<file path="config.mk">
export PLATFORM = sky130hd
export DESIGN_NAME = nlm_cu_seq_flat
export DESIGN_NICKNAME = d
export VERILOG_FILES = /design/src/rtl/nlm_cu_seq_if.sv /design/src/rtl/nlm_cu_seq.sv /design/src/flat_wrapper.sv
export SDC_FILE = /design/constraint.sdc
export NUM_CORES = 1
export LEC_CHECK = 0
export CAP_MARGIN = 20
export CORE_MARGIN = 2
export CORE_UTILIZATION = 35
export CTS_CLUSTER_SIZE = 14
export DETAILED_ROUTE_END_ITERATION = 8
export SETUP_SLACK_MARGIN = 0.4
export SYNTH_ARGS = -nofsm -noshare
export SYNTH_HDL_FRONTEND = slang
export SYNTH_SLANG_ARGS = --single-unit
</file>
<file path="constraint.sdc">
create_clock -name clk -period 9.7 [get_ports clk]
set_input_delay 2.91 -clock clk [delete_from_list [all_inputs] [get_ports clk]]
set_output_delay 2.91 -clock clk [all_outputs]
set_load 0.05 [all_outputs]
</file>
<file path="src/rtl/nlm_cu_seq_if.sv">
// nlm_cu_seq_if: task trigger, operand snapshot inputs and per-slot result outputs
// between the sensor register bank and the NLM calculation-unit sequencer.
interface nlm_cu_seq_if #(
   parameter int unsigned OP_NUM = 6,
   parameter int unsigned ALU_SZ = 16
);
   logic                       i_cu_tsk_trg_i;
   logic [OP_NUM*ALU_SZ-1:0]   i_op0_vec;
   logic [OP_NUM*ALU_SZ-1:0]   i_op1_vec;
   logic [OP_NUM*2-1:0]        r_op_mode;
   logic [OP_NUM-1:0]          r_op1_chn;
   logic [OP_NUM*ALU_SZ-1:0]   o_cu_op_vec;
   logic                       o_cu_op_vld;
   logic                       o_cu_busy;
   logic                       o_cu_tsk_end;
   logic                       o_cu_trg_drop;

   modport master (
      output i_cu_tsk_trg_i, i_op0_vec, i_op1_vec, r_op_mode, r_op1_chn,
      input  o_cu_op_vec, o_cu_op_vld, o_cu_busy, o_cu_tsk_end, o_cu_trg_drop
   );

   modport slave (
      input  i_cu_tsk_trg_i, i_op0_vec, i_op1_vec, r_op_mode, r_op1_chn,
      output o_cu_op_vec, o_cu_op_vld, o_cu_busy, o_cu_tsk_end, o_cu_trg_drop
   );
endinterface

</file>
<file path="src/rtl/nlm_cu_seq.sv">
// nlm_cu_seq: snapshots OP_NUM operand pairs per task and runs them slot by slot on one shared ALU.
// Define NLM_CU_SAT_EN for saturating results; otherwise results wrap to ALU_SZ bits.
module nlm_cu_seq #(
   parameter int unsigned OP_NUM   = 6,
   parameter int unsigned ALU_SZ   = 16,
   parameter int unsigned MUL_FRAC = 4
) (
   input  logic        clk,
   input  logic        rst_n,
   nlm_cu_seq_if.slave bus
);
   localparam int unsigned IDX_WID = $clog2(OP_NUM);
   localparam int unsigned CNT_WID = $clog2(ALU_SZ);
   localparam logic [IDX_WID-1:0] LAST_IDX = IDX_WID'(OP_NUM - 1);
   localparam logic [CNT_WID-1:0] LAST_BIT = CNT_WID'(ALU_SZ - 1);
`ifdef NLM_CU_SAT_EN
   localparam bit SAT_EN = 1'b1;
`else
   localparam bit SAT_EN = 1'b0;
`endif

   typedef enum logic [1:0] {IDLE, LOAD, EXEC, DONE} state_t;
   typedef enum logic [1:0] {OP_PASS, OP_ADD, OP_SUB, OP_MUL} op_t;

   state_t               state, state_nx;
   logic                 pend, pend_nx;
   logic                 drop;
   logic                 vld;
   logic [IDX_WID-1:0]   idx;
   logic [IDX_WID-1:0]   prv_idx;
   logic [CNT_WID-1:0]   mul_cnt;
   logic [2*ALU_SZ-1:0]  acc, acc_nx, prod_sh;
   logic [ALU_SZ-1:0]    op0_q [OP_NUM];
   logic [ALU_SZ-1:0]    op1_q [OP_NUM];
   op_t                  mode_q [OP_NUM];
   logic [OP_NUM-1:0]    chn_q;
   logic [ALU_SZ-1:0]    res_q [OP_NUM];
   op_t                  cur_mode;
   logic [ALU_SZ-1:0]    op_a, op_b, alu_res;
   logic [ALU_SZ:0]      sum, diff;
   logic                 slot_done;

   // Operand fetch: a chained op1 reads the previous slot's register, which was written
   // at the end of that slot and therefore always belongs to the current task.
   always_comb begin
      cur_mode  = mode_q[idx];
      prv_idx   = (idx == '0) ? '0 : idx - 1'b1;
      op_a      = op0_q[idx];
      op_b      = (chn_q[idx] && (idx != '0)) ? res_q[prv_idx] : op1_q[idx];
      sum       = {1'b0, op_a} + {1'b0, op_b};
      diff      = {1'b0, op_a} - {1'b0, op_b};
      acc_nx    = acc + (op_b[mul_cnt] ? ({{ALU_SZ{1'b0}}, op_a} << mul_cnt) : '0);
      prod_sh   = acc_nx >> MUL_FRAC;
      slot_done = (state == EXEC) && ((cur_mode != OP_MUL) || (mul_cnt == LAST_BIT));
   end

   always_comb begin
      alu_res = op_a;
      case (cur_mode)
         OP_PASS: alu_res = op_a;
         OP_ADD:  alu_res = (SAT_EN && sum[ALU_SZ]) ? '1 : sum[ALU_SZ-1:0];
         OP_SUB:  alu_res = (SAT_EN && diff[ALU_SZ]) ? '0 : diff[ALU_SZ-1:0];
         OP_MUL:  alu_res = (SAT_EN && (prod_sh[2*ALU_SZ-1:ALU_SZ] != '0)) ? '1
                                                                          : prod_sh[ALU_SZ-1:0];
         default: alu_res = op_a;
      endcase
   end

   always_ff @(posedge clk or negedge rst_n) begin
      if (!rst_n) begin
         state <= IDLE;
         pend  <= 1'b0;
      end else begin
         state <= state_nx;
         pend  <= pend_nx;
      end
   end

   // At most one queued task; a trigger in DONE with nothing queued parks in pend and IDLE
   // then launches it on the following cycle.
   always_comb begin
      state_nx = state;
      pend_nx  = pend;
      drop     = 1'b0;
      case (state)
         IDLE: begin
            if (pend) begin
               state_nx = LOAD;
               pend_nx  = bus.i_cu_tsk_trg_i;
            end else if (bus.i_cu_tsk_trg_i) begin
               state_nx = LOAD;
            end
         end
         LOAD, EXEC: begin
            if (state == LOAD)
               state_nx = EXEC;
            else if (slot_done && (idx == LAST_IDX))
               state_nx = DONE;
            if (bus.i_cu_tsk_trg_i) begin
               if (pend) drop = 1'b1;
               else      pend_nx = 1'b1;
            end
         end
         DONE: begin
            if (pend) begin
               state_nx = LOAD;
               pend_nx  = 1'b0;
               drop     = bus.i_cu_tsk_trg_i;
            end else begin
               state_nx = IDLE;
               pend_nx  = bus.i_cu_tsk_trg_i;
            end
         end
         default: state_nx = IDLE;
      endcase
   end

   always_ff @(posedge clk or negedge rst_n) begin
      if (!rst_n) begin
         idx     <= '0;
         mul_cnt <= '0;
         acc     <= '0;
      end else if (state == LOAD) begin
         idx     <= '0;
         mul_cnt <= '0;
         acc     <= '0;
      end else if (state == EXEC) begin
         if (slot_done) begin
            mul_cnt <= '0;
            acc     <= '0;
            if (idx != LAST_IDX) idx <= idx + 1'b1;
         end else begin
            mul_cnt <= mul_cnt + 1'b1;
            acc     <= acc_nx;
         end
      end
   end

   always_ff @(posedge clk or negedge rst_n) begin
      if (!rst_n) begin
         for (int unsigned k = 0; k < OP_NUM; k++) begin
            op0_q[k]  <= '0;
            op1_q[k]  <= '0;
            mode_q[k] <= OP_PASS;
            res_q[k]  <= '0;
         end
         chn_q <= '0;
      end else begin
         if (state == LOAD) begin
            for (int unsigned k = 0; k < OP_NUM; k++) begin
               op0_q[k]  <= bus.i_op0_vec[k*ALU_SZ +: ALU_SZ];
               op1_q[k]  <= bus.i_op1_vec[k*ALU_SZ +: ALU_SZ];
               mode_q[k] <= op_t'(bus.r_op_mode[k*2 +: 2]);
            end
            chn_q <= bus.r_op1_chn;
         end
         if (slot_done) res_q[idx] <= alu_res;
      end
   end

   always_ff @(posedge clk or negedge rst_n) begin
      if (!rst_n)
         vld <= 1'b0;
      else if (state_nx == LOAD)
         vld <= 1'b0;
      else if ((state == EXEC) && (state_nx == DONE))
         vld <= 1'b1;
   end

   always_comb begin
      for (int unsigned k = 0; k < OP_NUM; k++)
         bus.o_cu_op_vec[k*ALU_SZ +: ALU_SZ] = res_q[k];
      bus.o_cu_op_vld   = vld;
      bus.o_cu_busy     = (state != IDLE);
      bus.o_cu_tsk_end  = (state == DONE);
      bus.o_cu_trg_drop = drop;
   end
endmodule

</file>
<file path="src/flat_wrapper.sv">
// flat-port wrapper written by rule: the top's interface ports become plain ports
module nlm_cu_seq_flat 
#(
   parameter int unsigned OP_NUM   = 6,
   parameter int unsigned ALU_SZ   = 16,
   parameter int unsigned MUL_FRAC = 4
)
  (clk, rst_n, bus_i_cu_tsk_trg_i, bus_i_op0_vec, bus_i_op1_vec, bus_r_op_mode, bus_r_op1_chn, bus_o_cu_op_vec, bus_o_cu_op_vld, bus_o_cu_busy, bus_o_cu_tsk_end, bus_o_cu_trg_drop);
  nlm_cu_seq_if #(.OP_NUM(OP_NUM), .ALU_SZ(ALU_SZ)) bus_i ();
  input  logic clk;
  input  logic rst_n;
  input wire logic [$bits(bus_i.i_cu_tsk_trg_i)-1:0] bus_i_cu_tsk_trg_i;
  input wire logic [$bits(bus_i.i_op0_vec)-1:0] bus_i_op0_vec;
  input wire logic [$bits(bus_i.i_op1_vec)-1:0] bus_i_op1_vec;
  input wire logic [$bits(bus_i.r_op_mode)-1:0] bus_r_op_mode;
  input wire logic [$bits(bus_i.r_op1_chn)-1:0] bus_r_op1_chn;
  output wire logic [$bits(bus_i.o_cu_op_vec)-1:0] bus_o_cu_op_vec;
  output wire logic [$bits(bus_i.o_cu_op_vld)-1:0] bus_o_cu_op_vld;
  output wire logic [$bits(bus_i.o_cu_busy)-1:0] bus_o_cu_busy;
  output wire logic [$bits(bus_i.o_cu_tsk_end)-1:0] bus_o_cu_tsk_end;
  output wire logic [$bits(bus_i.o_cu_trg_drop)-1:0] bus_o_cu_trg_drop;
  assign bus_i.i_cu_tsk_trg_i = bus_i_cu_tsk_trg_i;
  assign bus_i.i_op0_vec = bus_i_op0_vec;
  assign bus_i.i_op1_vec = bus_i_op1_vec;
  assign bus_i.r_op_mode = bus_r_op_mode;
  assign bus_i.r_op1_chn = bus_r_op1_chn;
  assign bus_o_cu_op_vec = bus_i.o_cu_op_vec;
  assign bus_o_cu_op_vld = bus_i.o_cu_op_vld;
  assign bus_o_cu_busy = bus_i.o_cu_busy;
  assign bus_o_cu_tsk_end = bus_i.o_cu_tsk_end;
  assign bus_o_cu_trg_drop = bus_i.o_cu_trg_drop;
  nlm_cu_seq #(.OP_NUM(OP_NUM), .ALU_SZ(ALU_SZ), .MUL_FRAC(MUL_FRAC)) u_core (.clk(clk), .rst_n(rst_n), .bus(bus_i));
endmodule
</file>
# Yosys cells after proc, flatten, opt, wreduce, memory -nomap -nowiden
# Cells that the tools add are included.
totals:
  register_bits: 349
  in_bits: 213
  out_inout_bits: 100
  elab_cells: 123
classes:
  n_addsub: 6
  magnitude_cmp: 5
  eq_ne: 13
  n_shift: 1
  n_mux: 48
  n_bitwise: 2
  n_reduce_logical: 17
ops:
  columns: ["cell", "count"]
  rows:
  - ["binary-select mux 16 bit (select 3 bit)", 3]
  - ["two-way mux 16 bit", 8]
  - ["two-way mux 32 bit", 4]
  - ["bitwise mux 96 bit", 1]
  - ["one-hot mux 16 bit (4 select lines)", 1]
  - ["demux 16 bit (select 3 bit)", 1]
  - ["adder 32 bit", 1]
  - ["<< shifter 16 x 4 -> 32 bit", 1]
  - ["adder 16 bit", 1]
  - ["subtractor 16 bit", 1]
  - ["two-way mux 3 bit", 5]
  - ["two-way mux 2 bit", 6]
  - ["two-way mux 4 bit", 3]
  - ["equality test 2 bit, second input constant", 5]
  - ["two-way mux 1 bit", 10]
  - ["nonzero test 2 bit", 5]
  - [">= comparator 4 bit, second input constant", 2]
  - ["inverter 3 -> 4 bit", 2]
  - ["binary-select mux 2 bit (select 3 bit)", 1]
  - ["equality test 2 x 1 -> 1 bit, second input constant", 3]
  - ["one-hot mux 2 bit (3 select lines)", 1]
  - ["logical AND 1 bit", 5]
  - ["< comparator 4 x 5 -> 1 bit, second input constant", 1]
  - ["adder 4 x 1 -> 4 bit, second input constant", 1]
  - ["18 further kinds", 20]

# Logic depth before layout (Yosys ltp)
depth:
  ltp_word: 15
  ltp_mapped: 28
  mapped_depth_nobuf: 22

# Worst setup path after synthesis
# Ideal clock, no wire load.
synth_timing:
  path_type: "register to register"
  startpoint: "reg u_core.idx[0]"
  endpoint: "reg u_core.res_q, in the netlist u_core.bus.o_cu_op_vec[12]"
  setup_time_ns: 0.143
  arrival_ns: 6.323
  required_time_ns: 9.557
  slack_ns: 3.234
  path_stages_with_launch: 28
  n_path_buf: 5
  period_less_slack_ns: 6.466
  cell_sequence: "dfrtp_1 > buf_2 > inv_1 > buf_2 > buf_1 > ha_1 > clkbuf_1 > nor4b_1 > a311oi_1 > buf_2 > a21oi_1 > a2111oi_1 > nor3_1 > a211oi_4 > a21oi_1 > and3_1 > ha_1 > fa_1 > a21o_1 > a21oi_1 > o21bai_1 > a2111oi_0 > o31ai_1 > nand4_1 > nand4_1 > nor3b_1 > o31ai_1 > o21ai_0"
synth_via:
  elab_chain_len: 13
  elab_cells_between_ends: 43
  cone_classes: "add/sub: 4; order compare: 2; eq/ne: 4; shift: 1; mux: 23; bitwise: 2; reduce/logical: 7"
synth_lines:
  columns: ["item", "line_no", "source"]
  rows:
  - ["start, declared", "nlm_cu_seq.sv:29", "logic [IDX_WID-1:0] idx;"]
  - ["start signal, assigned", "nlm_cu_seq.sv:131", "if (idx != LAST_IDX) idx <= idx + 1'b1;"]
  - ["subtractor 3 x 1 -> 3 bit or zero test 3 bit (tied branches)", "nlm_cu_seq.sv:47", "prv_idx = (idx == '0) ? '0 : idx - 1'b1;"]
  - ["two-way mux 3 bit", "nlm_cu_seq.sv:47", null]
  - ["inverter 3 -> 4 bit (implied by the code)", "nlm_cu_seq.sv:49", "op_b = (chn_q[idx] && (idx != '0)) ? res_q[prv_idx] : op1_q[idx];"]
  - ["binary-select mux 16 bit (select 3 bit)", "nlm_cu_seq.sv:49", null]
  - ["two-way mux 16 bit (implied by the code) (2 in a row)", "nlm_cu_seq.sv:49", null]
  - ["two-way mux 16 bit", "nlm_cu_seq.sv:49", null]
  - ["binary-select mux 1 bit (select 4 bit)", "nlm_cu_seq.sv:52", "acc_nx = acc + (op_b[mul_cnt] ? ({{ALU_SZ{1'b0}}, op_a} << mul_cnt) : '0);"]
  - ["two-way mux 1 bit (implied by the code)", "nlm_cu_seq.sv:52", null]
  - ["two-way mux 32 bit", "nlm_cu_seq.sv:52", null]
  - ["adder 32 bit", "nlm_cu_seq.sv:52", null]
  - ["one-hot mux 16 bit (4 select lines)", "nlm_cu_seq.sv:59", "case (cur_mode)"]
  - ["bitwise mux 96 bit", "nlm_cu_seq.sv:157", "if (slot_done) res_q[idx] <= alu_res;"]
  - ["end signal, assigned by index", "nlm_cu_seq.sv:157", null]
  - ["end, declared", "nlm_cu_seq.sv:37", "logic [ALU_SZ-1:0] res_q [OP_NUM];"]
# Several ways; a longest one is shown, not always the timed one. The select of a mux whose other input is x is not followed.
# A chain may end at the register's enable or synchronous reset.

# Final worst setup path
layout_timing:
  startpoint: "reg u_core.idx[1]"
  endpoint: "reg u_core.res_q, in the netlist u_core.bus.o_cu_op_vec[79]"
# Same word-level chain as after synthesis.

==> summary.json <==
{
  "start_kind": "flop",
  "hp-class": "flop to flop",
  "crit_path_end_kind": "flop",
  "syn_nets": 2117,
  "gp_congestion": 0.935,
  "place.detailed.hpwl_mm": 50.2,
  "via_count": 15900,
  "proportion_of_layout_cells_with_a_drive_suffix_above_1": 0.182,
  "place.port_buffers": 312,
  "wire_length_of_the_first_global_routing_pass_mm": 99.4,
  "synth_async_sr_flop_share": 1.00,
  "setup_viol": 0,
  "rsz_0062_raised_after_global_routing": "false",
  "synth.yosys.seq_area_share": 0.442,
  "grt_start_max_net_pins": 86,
  "outcome": "completed",
  "syn_avg_cell_area_um2": 10.3,
  "grt_antenna_before_repair": 14,
  "hold_viol": 0,
  "cts-root-buf": "sky130_fd_sc_hd__clkbuf_16",
  "wl_per_cell_um": 23.2,
  "post-route-period-util": 0.838,
  "drt_drc_violations_left": 0,
  "syn_to_final_growth_pct": 27.5,
  "first_global_vias": 15900,
  "cts-hold-fix-buffers": 0,
  "ys_seq_elements": 337,
  "die_height_um": 238,
  "detail_route.iter0.violations": 1414,
  "fmax_mhz": 123,
  "ys_warn_count": 0,
  "worst_hold_margin_ps": 500,
  "maximum_fanout_along_the_worst_path": 16,
  "dominant_synthesized_flop_cell": "sky130_fd_sc_hd__dfrtp_1",
  "later_pin_clock_latency_in_the_skew_report_ps": 570,
  "synth.lib_cells_used.distinct": 83,
  "nFillCells": 5052,
  "die_width_um": 238,
  "worstSetupPathType": "flop to flop",
  "fin_setup_tns_ps": 0,
  "dpl.cell_count": 2778,
  "h_tree_depth": 2,
  "die_area_mm2": 0.0565,
  "finish.instance_area_mm2": 0.0243,
  "antenna_violating_nets_post_route": 0,
  "clock_skew_ps": 28.4,
  "routed_via_density": 5.57,
  "max-cap-violations": 0,
  "core-area_mm2": 0.0539,
  "max-clock-path-buffers": 3,
  "synth_enable_flop_cells": 0,
  "syn_area_mm2": 0.0191,
  "cts_resized": 0,
  "worstPathArrival_ps": 8560,
  "firstDrtPassIters": 5,
  "relSlewSlack": 0.265,
  "ff2ff_setup_slack_ps": 1570,
  "routed_wirelength_mm": 66.3,
  "number_of_clock_buffers_inserted_by_tritoncts": 39,
  "std_cell_rows": 85,
  "globalRouteTotalUtil": 0.232,
  "gr-total-overflow": 0,
  "slew_viol_final": 0,
  "final_net_count": 2389,
  "cts_tree": "done",
  "effective_utilization_at_floorplan": 0.354,
  "synthesis.instances": 1854,
  "io_pins": 313,
  "postCtsSetupBuffers": 0,
  "clkTransAtPathRegs_ps": 60,
  "critPathRequiredTime_ps": 10130,
  "cts_sinks": 337,
  "finalNonFillerCells": 2856,
  "finalWorstPathRequiredPeriod_ps": 8130,
  "worst_slew_pin_slew_ps": 1100,
  "dpl-instance-area_mm2": 0.0230
}
flip-flops by register name, summed over array words and instances, names as in the netlist:
name,cells
u_core.bus.o_cu_op_vec,96
u_core.op0_q,96
u_core.mode_q,12
u_core.mul_cnt,4
u_core.idx,3
u_core.chn_q,6
u_core.acc,20
u_core.bus.o_cu_op_vld,1
u_core.op1_q,96
u_core.pend,1
u_core.state,2
final timing paths:
kind / cells past startpoint / to / start
setup / recovery: 22 / u_core.bus.o_cu_op_vec[79]$_DFFE_PN0P_ / u_core.idx[1]$_DFFE_PN0P_
hold / removal: 1 / u_core.op1_q[49]$_DFFE_PN0P_ / u_core.op1_q[49]$_DFFE_PN0P_
setup reg to reg: 22 / u_core.bus.o_cu_op_vec[79]$_DFFE_PN0P_ / u_core.idx[1]$_DFFE_PN0P_
hold reg to reg: 1 / u_core.op1_q[49]$_DFFE_PN0P_ / u_core.op1_q[49]$_DFFE_PN0P_
max in group asynchronous: 2 / u_core.state[0]$_DFF_PN0_ / rst_n
min in group asynchronous: 1 / u_core.op0_q[31]$_DFFE_PN0P_ / rst_n
layer usage:
layer  track usage  vias up  routed length, um
met1         0.314     7886              28800
met5             0        -                120
met4        0.0699       18               1870
met3        0.0685      108               5900
li1              -     7324                  -
met2         0.358      572              29600
layout make-up:
| cell class | instances | area [um^2] | area share |
|---|---|---|---|
| clock buffers | 61 | 1170 | 0.0480 |
| well taps | 696 | 871 | 0.0358 |
| flip-flops and latches | 337 | 8440 | 0.347 |
| clock inverters | 8 | 136 | 0.00560 |
| inverters | 58 | 218 | 0.00894 |
| diodes | 6 | 15.0 | 0.000617 |
| multi-input cells | 1336 | 9950 | 0.409 |
| repair buffers | 354 | 3550 | 0.146 |
cell usage in the layout, fill, tap and decap left out, types with 7 or more instances in the layout:
cell type / n
sky130_fd_sc_hd__a211oi_1: 13
sky130_fd_sc_hd__a21o_1: 18
sky130_fd_sc_hd__a21oi_1: 93
sky130_fd_sc_hd__a221oi_1: 8
sky130_fd_sc_hd__a22oi_1: 22
sky130_fd_sc_hd__a31oi_1: 14
sky130_fd_sc_hd__and2_1: 19
sky130_fd_sc_hd__and3_1: 11
sky130_fd_sc_hd__buf_4: 34
sky130_fd_sc_hd__clkbuf_1: 12
sky130_fd_sc_hd__clkbuf_16: 40
sky130_fd_sc_hd__clkbuf_8: 9
sky130_fd_sc_hd__clkdlybuf4s50_1: 311
sky130_fd_sc_hd__dfrtp_1: 334
sky130_fd_sc_hd__ha_1: 47
sky130_fd_sc_hd__inv_1: 56
sky130_fd_sc_hd__mux2_2: 251
sky130_fd_sc_hd__mux2i_1: 67
sky130_fd_sc_hd__mux4_2: 14
sky130_fd_sc_hd__nand2_1: 169
sky130_fd_sc_hd__nand2b_1: 14
sky130_fd_sc_hd__nand3_1: 43
sky130_fd_sc_hd__nand4_1: 8
sky130_fd_sc_hd__nor2_1: 96
sky130_fd_sc_hd__nor2b_1: 18
sky130_fd_sc_hd__nor3_1: 19
sky130_fd_sc_hd__o21ai_0: 172
sky130_fd_sc_hd__o221ai_1: 11
sky130_fd_sc_hd__o22ai_1: 30
sky130_fd_sc_hd__o2bb2ai_1: 7
sky130_fd_sc_hd__o31ai_1: 15
sky130_fd_sc_hd__xnor2_1: 14
sky130_fd_sc_hd__xor2_1: 26
kinds of logic after synthesis:
family / Yosys count / share of synthesized area
multiplexers: 333 / 0.200
buffers and inverters: 181 / 0.0383
XOR/XNOR: 40 / 0.0183
AO/OA/AOI/OAI: 481 / 0.162
flip-flops: 337 / 0.442
adder cells (fa/ha/maj): 50 / 0.0335
AND/OR/NAND/NOR: 432 / 0.106
synthesized netlist by cell type (4+ instances only):
master | n | area share
sky130_fd_sc_hd__a21o_1 | 18 | 0.0071
sky130_fd_sc_hd__xor2_1 | 26 | 0.012
sky130_fd_sc_hd__nor4_1 | 6 | 0.0020
sky130_fd_sc_hd__nand4_1 | 8 | 0.0026
sky130_fd_sc_hd__o211a_1 | 5 | 0.0026
sky130_fd_sc_hd__mux4_2 | 14 | 0.017
sky130_fd_sc_hd__mux2_2 | 251 | 0.15
sky130_fd_sc_hd__xnor2_1 | 14 | 0.0064
sky130_fd_sc_hd__clkbuf_1 | 77 | 0.015
sky130_fd_sc_hd__nor2_1 | 96 | 0.019
sky130_fd_sc_hd__o21ai_0 | 172 | 0.045
sky130_fd_sc_hd__a21boi_0 | 4 | 0.0016
sky130_fd_sc_hd__dfrtp_1 | 337 | 0.44
sky130_fd_sc_hd__nand2_1 | 169 | 0.033
sky130_fd_sc_hd__inv_1 | 56 | 0.011
sky130_fd_sc_hd__or3_1 | 6 | 0.0020
sky130_fd_sc_hd__mux2i_1 | 67 | 0.035
sky130_fd_sc_hd__nand2b_1 | 14 | 0.0046
sky130_fd_sc_hd__o221ai_1 | 11 | 0.0050
sky130_fd_sc_hd__o2bb2ai_1 | 7 | 0.0032
sky130_fd_sc_hd__o31ai_1 | 15 | 0.0059
sky130_fd_sc_hd__a2111oi_0 | 5 | 0.0023
sky130_fd_sc_hd__a221oi_1 | 8 | 0.0037
sky130_fd_sc_hd__nor3b_1 | 5 | 0.0020
sky130_fd_sc_hd__nor2b_1 | 18 | 0.0059
sky130_fd_sc_hd__o21a_1 | 5 | 0.0020
sky130_fd_sc_hd__buf_2 | 24 | 0.0063
sky130_fd_sc_hd__a31oi_1 | 14 | 0.0046
sky130_fd_sc_hd__or2_2 | 5 | 0.0016
sky130_fd_sc_hd__a22oi_1 | 22 | 0.0086
sky130_fd_sc_hd__a311oi_1 | 4 | 0.0018
sky130_fd_sc_hd__ha_1 | 48 | 0.031
sky130_fd_sc_hd__a211oi_1 | 13 | 0.0051
sky130_fd_sc_hd__a21oi_1 | 93 | 0.024
sky130_fd_sc_hd__buf_1 | 18 | 0.0035
sky130_fd_sc_hd__nor3_1 | 19 | 0.0050
sky130_fd_sc_hd__o22ai_1 | 30 | 0.0098
sky130_fd_sc_hd__and3_1 | 11 | 0.0036
sky130_fd_sc_hd__nand3_1 | 43 | 0.011
sky130_fd_sc_hd__and2_1 | 19 | 0.0062
sky130_fd_sc_hd__a221o_1 | 5 | 0.0026
critical path: stages (launching register included):
cell and delay [ps]:
sky130_fd_sc_hd__dfrtp_2 480, sky130_fd_sc_hd__inv_1 490, sky130_fd_sc_hd__ha_1 660, sky130_fd_sc_hd__nand2b_1 100, sky130_fd_sc_hd__buf_4 210, sky130_fd_sc_hd__nand2_1 310
sky130_fd_sc_hd__mux2_2 380, sky130_fd_sc_hd__a2111oi_1 970, sky130_fd_sc_hd__o21ai_0 300, sky130_fd_sc_hd__a211oi_4 340, sky130_fd_sc_hd__a21oi_1 240, sky130_fd_sc_hd__and2_1 290
sky130_fd_sc_hd__ha_1 290, sky130_fd_sc_hd__a21o_1 150, sky130_fd_sc_hd__a21o_1 210, sky130_fd_sc_hd__a2111oi_0 670, sky130_fd_sc_hd__or3_1 240, sky130_fd_sc_hd__nand2_1 110
sky130_fd_sc_hd__a311oi_1 430, sky130_fd_sc_hd__nor2_1 190, sky130_fd_sc_hd__and4_1 260, sky130_fd_sc_hd__nor4_4 480, sky130_fd_sc_hd__a31oi_1 160
through the flow:
stage	worst slack, ps	utilization
2_1_floorplan	3230	-
3_3_place_gp	1890	0.424
3_5_place_dp	1660	0.426
4_1_cts	1620	0.451
5_1_grt	1020	0.451
6_report	1570	0.452
Power is left out: the tool's default activity adds up to more than one toggle a clock period on the data nets, which glitch-free logic cannot reach.
